===== src/rtl/duck_round_ctrl_if.sv =====
// Signal bundle between the round controller and the gun/scope path, duck movers and display.
// The controller connects through the master modport.
interface duck_round_ctrl_if #(
   parameter int N_DUCKS      = 2,
   parameter int BULLETS      = 3,
   parameter int LIVES        = 4,
   parameter int SCORE_DIGITS = 2
);
   localparam int LW = $clog2(LIVES + 1);
   localparam int BW = $clog2(BULLETS + 1);

   logic                      frame_tick;
   logic                      start_btn;
   logic                      trigger;
   logic [9:0]                scope_x;
   logic [9:0]                scope_y;
   logic [10*N_DUCKS-1:0]     duck_x;
   logic [10*N_DUCKS-1:0]     duck_y;
   logic [N_DUCKS-1:0]        spawn;
   logic [N_DUCKS-1:0]        duck_active;
   logic                      hit_pulse;
   logic [4*SCORE_DIGITS-1:0] score_bcd;
   logic [LW-1:0]             lives;
   logic [BW-1:0]             bullets;
   logic                      is_home;
   logic                      is_gameover;

   modport master (
      input  frame_tick, start_btn, trigger, scope_x, scope_y, duck_x, duck_y,
      output spawn, duck_active, hit_pulse, score_bcd, lives, bullets, is_home, is_gameover
   );

   modport slave (
      output frame_tick, start_btn, trigger, scope_x, scope_y, duck_x, duck_y,
      input  spawn, duck_active, hit_pulse, score_bcd, lives, bullets, is_home, is_gameover
   );
endinterface


===== src/rtl/duck_round_ctrl.sv =====
// Game-round controller for N_DUCKS targets: spawning, shot/hit resolution, escapes,
// BCD score, lives and bullets, sequencing HOME -> SPAWN -> PLAY -> ROUND_END / GAMEOVER.
module duck_round_ctrl #(
   parameter int N_DUCKS       = 2,
   parameter int BULLETS       = 3,
   parameter int LIVES         = 4,
   parameter int SCORE_DIGITS  = 2,
   parameter int DUCK_W        = 32,
   parameter int DUCK_H        = 32,
   parameter int ESCAPE_FRAMES = 300,
   parameter int GAP_FRAMES    = 60
) (
   input  logic              Clk,
   input  logic              rst_n,
   duck_round_ctrl_if.master bus
);
   localparam int LW   = $clog2(LIVES + 1);
   localparam int BW   = $clog2(BULLETS + 1);
   localparam int SW   = 4 * SCORE_DIGITS;
   localparam int FMAX = (ESCAPE_FRAMES > GAP_FRAMES) ? ESCAPE_FRAMES : GAP_FRAMES;
   localparam int FW   = $clog2(FMAX + 1);

   typedef enum logic [2:0] {
      S_HOME, S_SPAWN, S_PLAY, S_ROUND_END, S_GAMEOVER
   } state_e;

   state_e             state_q, state_d;
   logic [SW-1:0]      score_q, score_d;
   logic [LW-1:0]      lives_q, lives_d;
   logic [BW-1:0]      bullets_q, bullets_d;
   logic [N_DUCKS-1:0] active_q, active_d;
   logic               hit_q, hit_d;
   logic [FW-1:0]      frame_q, frame_d;
   logic               trig_q, trig_d;

   logic [10:0]        sx, sy;
   logic [N_DUCKS-1:0] in_box, kill, survivors;
   logic               shot, escape;
   logic [3:0]         esc_cnt;
   logic [LW-1:0]      lives_left;

   // Increment with ripple carry; an all-nines score holds instead of wrapping.
   function automatic logic [SW-1:0] bcd_inc(input logic [SW-1:0] s);
      logic [SW-1:0] r;
      logic          carry;
      logic          sat;
      r     = s;
      carry = 1'b1;
      sat   = 1'b1;
      for (int i = 0; i < SCORE_DIGITS; i++) begin
         if (s[4*i +: 4] != 4'd9) sat = 1'b0;
         if (carry) begin
            if (r[4*i +: 4] == 4'd9) begin
               r[4*i +: 4] = 4'd0;
            end else begin
               r[4*i +: 4] = r[4*i +: 4] + 4'd1;
               carry       = 1'b0;
            end
         end
      end
      return sat ? s : r;
   endfunction

   function automatic logic [3:0] popcount(input logic [N_DUCKS-1:0] v);
      logic [3:0] cnt;
      cnt = 4'd0;
      for (int i = 0; i < N_DUCKS; i++) cnt = cnt + 4'(v[i]);
      return cnt;
   endfunction

   // 11-bit compares so a duck near the right/bottom edge never wraps its box.
   assign sx = {1'b0, bus.scope_x};
   assign sy = {1'b0, bus.scope_y};
   for (genvar i = 0; i < N_DUCKS; i++) begin : g_box
      logic [10:0] x0, y0;
      assign x0        = {1'b0, bus.duck_x[10*i +: 10]};
      assign y0        = {1'b0, bus.duck_y[10*i +: 10]};
      assign in_box[i] = active_q[i] && (sx >= x0) && (sx < x0 + 11'(DUCK_W))
                                     && (sy >= y0) && (sy < y0 + 11'(DUCK_H));
   end

   assign shot       = bus.trigger && !trig_q && (bullets_q != '0);
   // Isolate the lowest set bit: only the lowest-index duck under the scope dies.
   assign kill       = shot ? (in_box & (~in_box + N_DUCKS'(1))) : '0;
   assign survivors  = active_q & ~kill;
   assign escape     = (frame_q == FW'(ESCAPE_FRAMES)) || ((bullets_q == '0) && (|active_q));
   assign esc_cnt    = popcount(survivors);
   assign lives_left = (32'(lives_q) <= 32'(esc_cnt)) ? '0 : lives_q - LW'(esc_cnt);

   // NOTE: every target gets a default first so no path leaves it unassigned (no latches).
   always_comb begin
      state_d   = state_q;
      score_d   = score_q;
      lives_d   = lives_q;
      bullets_d = bullets_q;
      active_d  = active_q;
      hit_d     = 1'b0;
      frame_d   = frame_q;
      trig_d    = bus.trigger;

      case (state_q)
         S_HOME: begin
            if (bus.start_btn) state_d = S_SPAWN;
         end
         S_SPAWN: begin
            active_d  = '1;
            bullets_d = BW'(BULLETS);
            frame_d   = '0;
            state_d   = S_PLAY;
         end
         S_PLAY: begin
            if (shot) bullets_d = bullets_q - BW'(1);
            if (|kill) begin
               hit_d   = 1'b1;
               score_d = bcd_inc(score_q);
            end
            active_d = survivors;
            if (bus.frame_tick) frame_d = frame_q + FW'(1);
            if (escape) begin
               active_d = '0;
               lives_d  = lives_left;
            end
            if (active_d == '0) begin
               state_d = (lives_d == '0) ? S_GAMEOVER : S_ROUND_END;
               frame_d = '0;
            end
         end
         S_ROUND_END: begin
            if (frame_q == FW'(GAP_FRAMES)) state_d = S_SPAWN;
            else if (bus.frame_tick)        frame_d = frame_q + FW'(1);
         end
         S_GAMEOVER: begin
            if (bus.start_btn) begin
               state_d = S_HOME;
               score_d = '0;
               lives_d = LW'(LIVES);
            end
         end
         default: state_d = S_HOME;
      endcase
   end

   // NOTE: state registers use non-blocking assignments so every flop samples pre-edge values.
   always_ff @(posedge Clk or negedge rst_n) begin
      if (!rst_n) begin
         state_q   <= S_HOME;
         score_q   <= '0;
         lives_q   <= LW'(LIVES);
         bullets_q <= BW'(BULLETS);
         active_q  <= '0;
         hit_q     <= 1'b0;
         frame_q   <= '0;
         trig_q    <= 1'b0;
      end else begin
         state_q   <= state_d;
         score_q   <= score_d;
         lives_q   <= lives_d;
         bullets_q <= bullets_d;
         active_q  <= active_d;
         hit_q     <= hit_d;
         frame_q   <= frame_d;
         trig_q    <= trig_d;
      end
   end

   assign bus.spawn       = {N_DUCKS{state_q == S_SPAWN}};
   assign bus.duck_active = active_q;
   assign bus.hit_pulse   = hit_q;
   assign bus.score_bcd   = score_q;
   assign bus.lives       = lives_q;
   assign bus.bullets     = bullets_q;
   assign bus.is_home     = (state_q == S_HOME);
   assign bus.is_gameover = (state_q == S_GAMEOVER);
endmodule


===== src/flat_wrapper.sv =====
// flat-port wrapper written by rule: the top's interface ports become plain ports
module duck_round_ctrl_flat 
#(
   parameter int N_DUCKS       = 2,
   parameter int BULLETS       = 3,
   parameter int LIVES         = 4,
   parameter int SCORE_DIGITS  = 2,
   parameter int DUCK_W        = 32,
   parameter int DUCK_H        = 32,
   parameter int ESCAPE_FRAMES = 300,
   parameter int GAP_FRAMES    = 60
)
  (Clk, rst_n, bus_frame_tick, bus_start_btn, bus_trigger, bus_scope_x, bus_scope_y, bus_duck_x, bus_duck_y, bus_spawn, bus_duck_active, bus_hit_pulse, bus_score_bcd, bus_lives, bus_bullets, bus_is_home, bus_is_gameover);
  duck_round_ctrl_if #(.N_DUCKS(N_DUCKS), .BULLETS(BULLETS), .LIVES(LIVES), .SCORE_DIGITS(SCORE_DIGITS)) bus_i ();
  input  logic Clk;
  input  logic rst_n;
  input wire logic [$bits(bus_i.frame_tick)-1:0] bus_frame_tick;
  input wire logic [$bits(bus_i.start_btn)-1:0] bus_start_btn;
  input wire logic [$bits(bus_i.trigger)-1:0] bus_trigger;
  input wire logic [$bits(bus_i.scope_x)-1:0] bus_scope_x;
  input wire logic [$bits(bus_i.scope_y)-1:0] bus_scope_y;
  input wire logic [$bits(bus_i.duck_x)-1:0] bus_duck_x;
  input wire logic [$bits(bus_i.duck_y)-1:0] bus_duck_y;
  output wire logic [$bits(bus_i.spawn)-1:0] bus_spawn;
  output wire logic [$bits(bus_i.duck_active)-1:0] bus_duck_active;
  output wire logic [$bits(bus_i.hit_pulse)-1:0] bus_hit_pulse;
  output wire logic [$bits(bus_i.score_bcd)-1:0] bus_score_bcd;
  output wire logic [$bits(bus_i.lives)-1:0] bus_lives;
  output wire logic [$bits(bus_i.bullets)-1:0] bus_bullets;
  output wire logic [$bits(bus_i.is_home)-1:0] bus_is_home;
  output wire logic [$bits(bus_i.is_gameover)-1:0] bus_is_gameover;
  assign bus_i.frame_tick = bus_frame_tick;
  assign bus_i.start_btn = bus_start_btn;
  assign bus_i.trigger = bus_trigger;
  assign bus_i.scope_x = bus_scope_x;
  assign bus_i.scope_y = bus_scope_y;
  assign bus_i.duck_x = bus_duck_x;
  assign bus_i.duck_y = bus_duck_y;
  assign bus_spawn = bus_i.spawn;
  assign bus_duck_active = bus_i.duck_active;
  assign bus_hit_pulse = bus_i.hit_pulse;
  assign bus_score_bcd = bus_i.score_bcd;
  assign bus_lives = bus_i.lives;
  assign bus_bullets = bus_i.bullets;
  assign bus_is_home = bus_i.is_home;
  assign bus_is_gameover = bus_i.is_gameover;
  duck_round_ctrl #(.N_DUCKS(N_DUCKS), .BULLETS(BULLETS), .LIVES(LIVES), .SCORE_DIGITS(SCORE_DIGITS), .DUCK_W(DUCK_W), .DUCK_H(DUCK_H), .ESCAPE_FRAMES(ESCAPE_FRAMES), .GAP_FRAMES(GAP_FRAMES)) u_core (.Clk(Clk), .rst_n(rst_n), .bus(bus_i));
endmodule

===== config.mk =====
export PLATFORM = sky130hd
export DESIGN_NAME = duck_round_ctrl_flat
export DESIGN_NICKNAME = d
export VERILOG_FILES = /design/src/rtl/duck_round_ctrl_if.sv /design/src/rtl/duck_round_ctrl.sv /design/src/flat_wrapper.sv
export SDC_FILE = /design/constraint.sdc
export NUM_CORES = 1
export LEC_CHECK = 0
export BUFFER_PORTS_ARGS = -buffer_cell sky130_fd_sc_hd__buf_2
export CAP_MARGIN = 20
export CORE_MARGIN = 2
export CORE_UTILIZATION = 60
export DETAILED_ROUTE_END_ITERATION = 12
export PLACE_DENSITY_LB_ADDON = 0.15
export RECOVER_POWER = 25
export SYNTH_ARGS = -nofsm -noshare
export SYNTH_HDL_FRONTEND = slang
export SYNTH_SLANG_ARGS = --single-unit

===== constraint.sdc =====
create_clock -name Clk -period 10.8 [get_ports Clk]
set_clock_uncertainty 0.15 [all_clocks]
set_input_delay 2.16 -clock Clk [delete_from_list [all_inputs] [get_ports Clk]]
set_output_delay 2.16 -clock Clk [all_outputs]
set_load 0.01 [all_outputs]

==> flow_summary.toml, run 1 <==
[clock_tree]
cts_sinks = 29
ctsHtreeMaxLevel = 2
holdBufCountCts = 0
clk_pin_slew_ps = 60
clock_latency_ps = 270
cts_resized = 0
clock_path_buffers = 2
post-cts-setup-buffer-count = 0
clockRootBuffer = "clkbuf_8"
cts_buffers = 5
cts_tree = "done"

[global_routing]
overflow = 0
grt.total_usage_pct = 25.6
grt_max_degree = 30
grt_pass1_vias = 3190
grt_first_pass_wirelength_mm = 13.4
antenna_found_initial = 0

[cells_and_area]
synthToLayoutAreaGrowth_pct = 16.4
fin_util_pct = 73.5
final_cell_area_um2 = 4120
n_antenna_cell = 0
fillers = 458
drive_gt1_share_pct = 20.8
multi_input_comb_area_um2 = 2580
ff_latch_area_um2 = 729
nNetsFinal = 650

[timing]
fmax_mhz = 168
period_minus_slack_ps = 5940
finalSetupViolations = 0
rsz0062_at_grt = "false"
tns_ps = 0
slew_headroom_pct = -0.467
finalMaxSlewViolations = 30
finalHoldViolCount = 0
fin_crit_sh_pct = 55.0
tightest_slew_ps = 1510
fin_ws_ps = 4860

[logic_synthesis]
syn-instance-count = 422
syn_area_per_cell_um2 = 8.39
ys_async_sr_fraction_pct = 100
synth.distinct_cells = 60
synth_top_flop_cell = "dfrtp_1"
syn_area_um2 = 3540
syn-num-nets = 563
ys_seq_area_share_pct = 20.6
synth-seq-cells = 29
synth_edf_count = 0
yosys_warnings = 0

[route]
final_antenna_net_count = 0
drt_iter0_drc = 148
drt-total-wl_mm = 7.81
via_per_inst = 5.68
via_count = 3308
first_pass_iters = 4
route.detailed.drc = 0
wl_per_cell_um = 13.4

[worst_setup_path]
r2r-end = "u_core.state_q[1]"
crit-reg2reg-launch = "u_core.bus.bullets[0]"
crit_fanout = 4
rr_worst_depth = 21
critPathCaptureType = "register"
cp.arrival_ps = 5990
crit_chain = "buf_2, ha_1, xnor2_1, ha_1, a21oi_1, nand2_1, a21oi_1, a21oi_1, nor4_4, nand2_1, and2_1, ha_1, ha_1, inv_1, fa_1, inv_1, ha_1, a31oi_1, a211oi_1, a21oi_1, nor2b_1, a21oi_1, o21ai_0"
startpoint_type = "input port"
cpPeakStageDelay_ps = 370
cp.required_ps = 10850
cp_top_family = "adder cells"
path_class = "input port to register"
path_buf_inv = 3
slowest_stage = "nor4_4"
reg2reg_slack_ps = 6540

[floorplan]
die_w_um = 80.8
die_h_um = 80.8
num_rows = 27
fp.dieArea_um2 = 6530
initial_core_util_pct = 63.1
core_um2 = 5610
ioPinCount = 85

[pwr]
ir_worst_vdd_v = 0.0000846
p_sw_mw = 0.240
intPower_mw = 0.317
sw_frac_of_total_pct = 43.1
power.total_mw = 0.557
power-per-cell-area_nw_per_um2 = 135
power_frac_clock_pct = 16.2
pwr-share-seq_pct = 29.3
cellLeakagePower_nw = 2.14
comb_power_share_pct = 54.5

[placed_design]
place_area_um2 = 4030
pre_cts_ws_ps = 4610
dpl.hpwl_mm = 6.57
gp_congestion = 0.878
io_buffers = 84

[outcome]
violations = "max-capacitance violations, max-slew violations"
status = "complete, but fails checks"

[worst_hold_path]
whs_path_depth = 2
min_to = "u_core.frame_q[5]"
hold_path.class = "register to register"
hp-start = "u_core.frame_q[5]"

[flow_run]
drv_cap = 1
==> worst max-delay path by stage <==
| stage | from | to | slack, ps | depth (start not counted) |
|---|---|---|---|---|
| 2_1_floorplan | bus_duck_y[15] | u_core.state_q[1] | 5050 | 20 |
| 3_3_place_gp | bus_duck_y[15] | u_core.state_q[1] | 4740 | 21 |
| 3_5_place_dp | bus_duck_y[15] | u_core.state_q[1] | 4610 | 23 |
| 4_1_cts | bus_duck_y[15] | u_core.state_q[1] | 4880 | 23 |
| 5_1_grt | bus_duck_y[15] | u_core.state_q[1] | 4530 | 23 |
| 6_report | bus_duck_y[15] | u_core.state_q[1] | 4860 | 23 |
==> sequential cells by signal (all words and copies together), names as in the netlist <==
register,cells
u_core.bus.hit_pulse,1
u_core.bus.lives,3
u_core.trig_q,1
u_core.bus.score_bcd,8
u_core.bus.duck_active,2
u_core.state_q,3
u_core.frame_q,9
u_core.bus.bullets,2
==> area by class of cell <==
| class | instances | area share [%] |
|---|---|---|
| multi-input cells | 334 | 62.7 |
| clock buffers | 8 | 2.19 |
| well taps | 72 | 2.19 |
| inverters | 55 | 5.01 |
| flip-flops and latches | 29 | 17.7 |
| repair buffers | 84 | 10.2 |
==> worst min-delay path, cell delays in order (launching register included) <==
cell	delay, ps
dfrtp_1	370
xor2_1	70
nor2_1	70
==> stage by stage <==
step / cells / hold slack [ps]
2_1_floorplan: 422 / 347
6_report: 582 / 394
5_1_grt: 582 / 416
4_1_cts: 582 / 396
3_3_place_gp: 574 / 371
3_5_place_dp: 574 / 382
==> routing by layer <==
| metal | wire, um | global-route usage (%) |
|---|---|---|
| met1 | 3540 | 31.9 |
| met2 | 3820 | 46.9 |
| met3 | 379 | 4.33 |
| met4 | 65 | 4.07 |
| met5 | 0 | 0 |
==> power by group through the flow <==
stage	sequential (mW)	combinational (mW)	clock, mW
5_1_grt	0.167	0.343	0.0975
3_5_place_dp	0.164	0.302	0
3_3_place_gp	0.163	0.288	0
4_1_cts	0.163	0.304	0.0916
2_1_floorplan	0.162	0.217	0
6_report	0.163	0.303	0.0901
==> synthesized netlist by cell type, drive strengths merged (3+ instances only) <==
| cell type | n | share of area [%] |
|---|---|---|
| nand2b | 8 | 1.4 |
| nor3 | 5 | 0.71 |
| nand3b | 4 | 0.85 |
| xnor2 | 14 | 3.5 |
| dfstp | 3 | 2.2 |
| mux2i | 4 | 1.1 |
| and4 | 3 | 0.74 |
| a31o | 3 | 0.74 |
| o21ai | 18 | 2.5 |
| nor2 | 32 | 3.4 |
| nor3b | 3 | 0.64 |
| ha | 75 | 27 |
| a31oi | 5 | 1.1 |
| a21oi | 29 | 4.1 |
| or3 | 4 | 0.71 |
| and3 | 8 | 1.4 |
| o21bai | 3 | 0.64 |
| and2 | 4 | 0.74 |
| a211oi | 9 | 2.0 |
| a21o | 4 | 0.85 |
| nor4 | 3 | 1.4 |
| nand3 | 18 | 2.5 |
| nor2b | 7 | 1.2 |
| dfrtp | 26 | 18 |
| nand2 | 24 | 2.5 |
| nand4b | 5 | 1.2 |
| xor2 | 6 | 1.5 |
| o211ai | 5 | 1.1 |
| nand4 | 7 | 1.4 |
| inv | 55 | 5.8 |
==> logic make-up after synthesis <==
group	synth area share, %
XOR/XNOR	4.95
adder cells (fa/ha/maj)	27.1
buffers and inverters	6.40
AO/OA/AOI/OAI	17.2
AND/OR/NAND/NOR	22.7
flip-flops	20.6
multiplexers	1.13
==> layout by cell type, fill, tap and decap left out, types with 5 or more instances in the layout <==
cell	n
nand3_1	18
nand4_1	6
clkbuf_8	6
nand2_1	24
dfrtp_1	26
xnor2_1	14
o21ai_0	17
buf_2	83
a21oi_1	29
nor2b_1	7
o211ai_1	5
a211oi_1	8
inv_1	55
and3_1	7
nor2_1	32
xor2_1	6
nand2b_1	8
nand4b_1	5
nor3_1	5
ha_1	75
Power figures use the tool's default switching activity.
==> run 2: changes to the inputs <==
Settings changed: CORE_UTILIZATION 60 to 50.
Clock period 10.8 ns to 5.1 ns, I/O delays scaled along.
==> flow_summary.toml, run 2 (synthesis gave the netlist of run 1 again) <==
[pwr]
power-per-cell-area_nw_per_um2 = 283
ir_worst_vdd_v = 0.000192
cellLeakagePower_nw = 2.15

[route]
drt-total-wl_mm = 7.94
wl_per_cell_um = 13.1
first_pass_iters = 4
via_count = 3261
drt_iter0_drc = 82
route.detailed.drc = 0
via_per_inst = 5.36
final_antenna_net_count = 0

[global_routing]
grt_first_pass_wirelength_mm = 13.3
grt_max_degree = 30
overflow = 0
antenna_found_initial = 0
grt_pass1_vias = 3057
grt.total_usage_pct = 21.2

[cells_and_area]
layout_common_cells = "buf_2 (82), ha_1 (75), inv_1 (55)"
drive_gt1_share_pct = 20.9
layout.cells.non_filler = 608
synthToLayoutAreaGrowth_pct = 17.6
fin_util_pct = 61.0
final_common_cell = "buf_2"
largest-register = "u_core.frame_q"
largest_reg_flops = 9
n_antenna_cell = 0
nNetsFinal = 652

[timing]
fin_ws_ps = 420
finalSetupViolations = 0
fin_hold_ws_ps = 397
period_minus_slack_ps = 4680
fmax_mhz = 214
tns_ps = 0
finalMaxSlewViolations = 30
rsz0062_at_grt = "false"
tightest_slew_ps = 1560
finalHoldViolCount = 0
fin_crit_sh_pct = 91.8
slew_headroom_pct = -4.01

[clock_tree]
cts_resized = 0
cts_sinks = 29
clock_path_buffers = 2
post-cts-setup-buffer-count = 0
clockRootBuffer = "clkbuf_8"
holdBufCountCts = 0
cts_buffers = 5
clock_latency_ps = 270
cts_tree = "done"
clk_pin_slew_ps = 60
ctsHtreeMaxLevel = 2

[worst_setup_path]
cp.required_ps = 5140
startpoint_type = "input port"
cp.arrival_ps = 4720
path_class = "input port to register"
crit_chain = "buf_2, ha_1, xnor2_1, ha_1, a21oi_1, nand2_1, a21oi_1, a21oi_1, nor4_4, nand2_1, and2_1, ha_1, ha_1, inv_1, fa_1, inv_1, ha_1, a31oi_1, a211oi_1, a21oi_1, nor2b_1, a21oi_1, o21ai_0"
cpPeakStageDelay_ps = 310
slowest_stage = "nor4_4"
critPathCaptureType = "register"
crit_fanout = 4

[flow_run]
drv_cap = 1

[placed_design]
place_inst = 600
dpl.hpwl_mm = 6.62
gp_congestion = 0.902
pre_cts_ws_ps = 162
io_buffers = 84

[floorplan]
core_um2 = 6830
die_h_um = 88.2
ioPinCount = 85
fp.dieArea_um2 = 7770
die_w_um = 88.2
initial_core_util_pct = 51.8
num_rows = 30

[worst_hold_path]
hold_path.class = "register to register"

[outcome]
status = "complete, but fails checks"
violations = "max-capacitance violations, max-slew violations"
[run 2: worst paths after layout]
kind,startpoint,to,slack [ps],cells after the start
setup / recovery,bus_duck_y[15],u_core.state_q[1],420,23
hold / removal,u_core.frame_q[5],u_core.frame_q[5],400,2
setup reg to reg,u_core.bus.bullets[0],u_core.state_q[1],980,22
hold reg to reg,u_core.frame_q[5],u_core.frame_q[5],400,2
max in group asynchronous,rst_n,u_core.bus.score_bcd[2],2910,1
min in group asynchronous,rst_n,u_core.frame_q[6],970,1
[run 2: layout make-up]
type / count / area (um2)
fill: 642 / 2670
multi-input combinational: 334 / 2580
tap: 96 / 120
timing repair buffer: 86 / 433
sequential: 29 / 729
inverter: 55 / 206
clock buffer: 8 / 90.1
[run 2: per-layer routing]
| metal | vias up | share of wire (%) | global-route usage (%) |
|---|---|---|---|
| met2 | 75 | 45 | 35.2 |
| met3 | 12 | 4.6 | 4.24 |
| met1 | 1483 | 49 | 29.0 |
| met4 | 0 | 1.0 | 4.13 |
| li1 | 1691 | - | - |
| met5 | - | 0 | 0 |
[run 2: through the flow]
stage	total power [mW]	cell area (um2)
6_report	1.18	4160
2_1_floorplan	0.801	3540
4_1_cts	1.19	4170
3_3_place_gp	0.964	4080
3_5_place_dp	0.989	4080
5_1_grt	1.30	4160
[run 2: critical path, delay by kind of cell]
kind	cells	cell delay, ps
AND/OR/NAND/NOR	5	860
XOR/XNOR	1	130
adder cells (fa/ha/maj)	6	1300
AO/OA/AOI/OAI	8	1170
buffers and inverters	3	230
[run 2: power breakdown]
group	internal [mW]	leakage, nW	switching [mW]
Combinational	0.277	1.75	0.365
Sequential	0.285	0.362	0.0603
Clock	0.110	0.0455	0.0818
Total	0.671	2.15	0.507
==> run 3: changes to the inputs <==
Settings changed: CORE_UTILIZATION 50 to 55, SETUP_SLACK_MARGIN from default to 0.02.
Clock period 5.1 ns to 5.2 ns, I/O delays scaled along.
==> flow_summary.toml, run 3 (synthesis gave the netlist of run 1 again) <==
[timing]
finalMaxSlewViolations = 30
finalHoldViolCount = 0
fmax_mhz = 209
fin_crit_sh_pct = 92.1
rsz0062_at_grt = "false"
period_minus_slack_ps = 4790
slew_headroom_pct = -0.845
tightest_slew_ps = 1510
tns_ps = 0
finalSetupViolations = 0

[floorplan]
die_h_um = 84.2
die_w_um = 84.2
fp.dieArea_um2 = 7100
core_um2 = 6280
num_rows = 29
ioPinCount = 85
initial_core_util_pct = 56.4

[worst_hold_path]
hold_path.class = "register to register"
hp-start = "u_core.frame_q[5]"
whs_path_depth = 2
min_to = "u_core.frame_q[5]"

[route]
route.detailed.drc = 0
drt-total-wl_mm = 7.76
first_pass_iters = 4
via_per_inst = 5.58
drt_iter0_drc = 87
final_antenna_net_count = 0
via_count = 3276
wl_per_cell_um = 13.2

[pwr]
cellLeakagePower_nw = 2.14
power-per-cell-area_nw_per_um2 = 277
ir_worst_vdd_v = 0.000273
power.total_mw = 1.14

[clock_tree]
clk_pin_slew_ps = 60
cts_resized = 0
holdBufCountCts = 0
ctsHtreeMaxLevel = 2
clockRootBuffer = "clkbuf_8"
clock_path_buffers = 2
cts_tree = "done"
cts_buffers = 5
clock_latency_ps = 280
post-cts-setup-buffer-count = 0
cts_sinks = 29

[global_routing]
grt.total_usage_pct = 22.9
overflow = 0
grt_pass1_vias = 3114
grt_max_degree = 30
antenna_found_initial = 0
grt_first_pass_wirelength_mm = 13.7

[cells_and_area]
largest_reg_flops = 9
multi_input_comb_area_um2 = 2580
layout_common_cells = "buf_2 (83), ha_1 (75), inv_1 (55)"
fin_util_pct = 65.6
largest-register = "u_core.frame_q"
fillers = 564
drive_gt1_share_pct = 21.0
synthToLayoutAreaGrowth_pct = 16.3
nNetsFinal = 650
ff_latch_area_um2 = 729
n_antenna_cell = 0
final_common_cell = "buf_2"

[placed_design]
dpl.hpwl_mm = 6.55
io_buffers = 84
gp_congestion = 0.857

[worst_setup_path]
cpPeakStageDelay_ps = 370
crit-reg2reg-launch = "u_core.bus.bullets[0]"
path_buf_inv = 3
crit_path_start = "bus_duck_y[15]"
r2r-end = "u_core.state_q[1]"
cp.arrival_ps = 4830
crit_chain = "buf_2, ha_1, xnor2_1, ha_1, a21oi_1, nand2_1, a21oi_1, a21oi_1, nor4_4, nand2_1, and2_1, ha_1, ha_1, inv_1, fa_1, inv_1, ha_1, nand2b_1, a211oi_1, a21oi_1, nor2b_1, a21oi_1, o21ai_0"
crit_fanout = 4
path_class = "input port to register"
rr_worst_depth = 21
cp_num_cells = 23
critPathCaptureType = "register"
startpoint_type = "input port"
reg2reg_slack_ps = 970
slowest_stage = "nor4_4"
cp.required_ps = 5240
cp_top_family = "adder cells"

[flow_run]
drv_cap = 1

[outcome]
status = "complete, but fails checks"
violations = "max-capacitance violations, max-slew violations"
==> run 3: cell types whose count changed in the layout (fill, tap and decap cells not counted), sizes merged <==
cell,before,now
buf,84,83
clkbuf,10,7
clkinv,0,2
==> run 3: stage by stage <==
stage | area [um2] | instances | setup slack [ps] | hold slack [ps]
after floorplan | 3540 | 422 | 568 | 347
after global placement | 4040 | 579 | 268 | 369
after detailed placement | 4040 | 579 | 103 | 381
after CTS | 4120 | 587 | 384 | 397
after global routing | 4120 | 587 | 100 | 433
final | 4120 | 587 | 409 | 394
==> run 3: worst max-delay path by stage <==
stage | to | slack (ps)
floorplan | u_core.state_q[1] | 570
global placement | u_core.state_q[1] | 270
detailed placement | u_core.state_q[1] | 100
CTS | u_core.state_q[1] | 380
global route | u_core.state_q[1] | 100
finish | u_core.state_q[1] | 410
==> run 3: report_power, final <==
group / total (mW) / switching, mW / internal, mW
Combinational: 0.628 / 0.357 / 0.271
Sequential: 0.339 / 0.0591 / 0.280
Clock: 0.176 / 0.0832 / 0.0924
Total: 1.14 / 0.499 / 0.643
==> run 3: routing by layer <==
| layer | wire length, um | share of wire (%) | GRT usage [%] | vias to the layer above |
|---|---|---|---|---|
| met5 | 0 | 0 | 0 | - |
| met4 | 9 | 0.12 | 2.93 | 0 |
| met3 | 412 | 5.3 | 4.23 | 2 |
| met2 | 3720 | 48 | 38.7 | 77 |
| met1 | 3610 | 47 | 31.5 | 1504 |
| li1 | - | - | - | 1693 |
==> run 3: cell type report <==
| class | count | share of cell area [%] |
|---|---|---|
| Sequential cell | 29 | 17.7 |
| Timing Repair Buffer | 84 | 10.2 |
| Tap cell | 77 | 2.34 |
| Multi-Input combinational cell | 334 | 62.8 |
| Clock buffer | 6 | 1.76 |
| Clock inverter | 2 | 0.243 |
| Inverter | 55 | 5.01 |
==> run 3: worst reg2reg max path: cells and delay by family, from the launching register on <==
family / cells / cell delay (ps)
AO/OA/AOI/OAI: 6 / 790
adder cells (fa/ha/maj): 5 / 1210
flip-flops: 1 / 550
AND/OR/NAND/NOR: 7 / 1290
buffers and inverters: 3 / 160
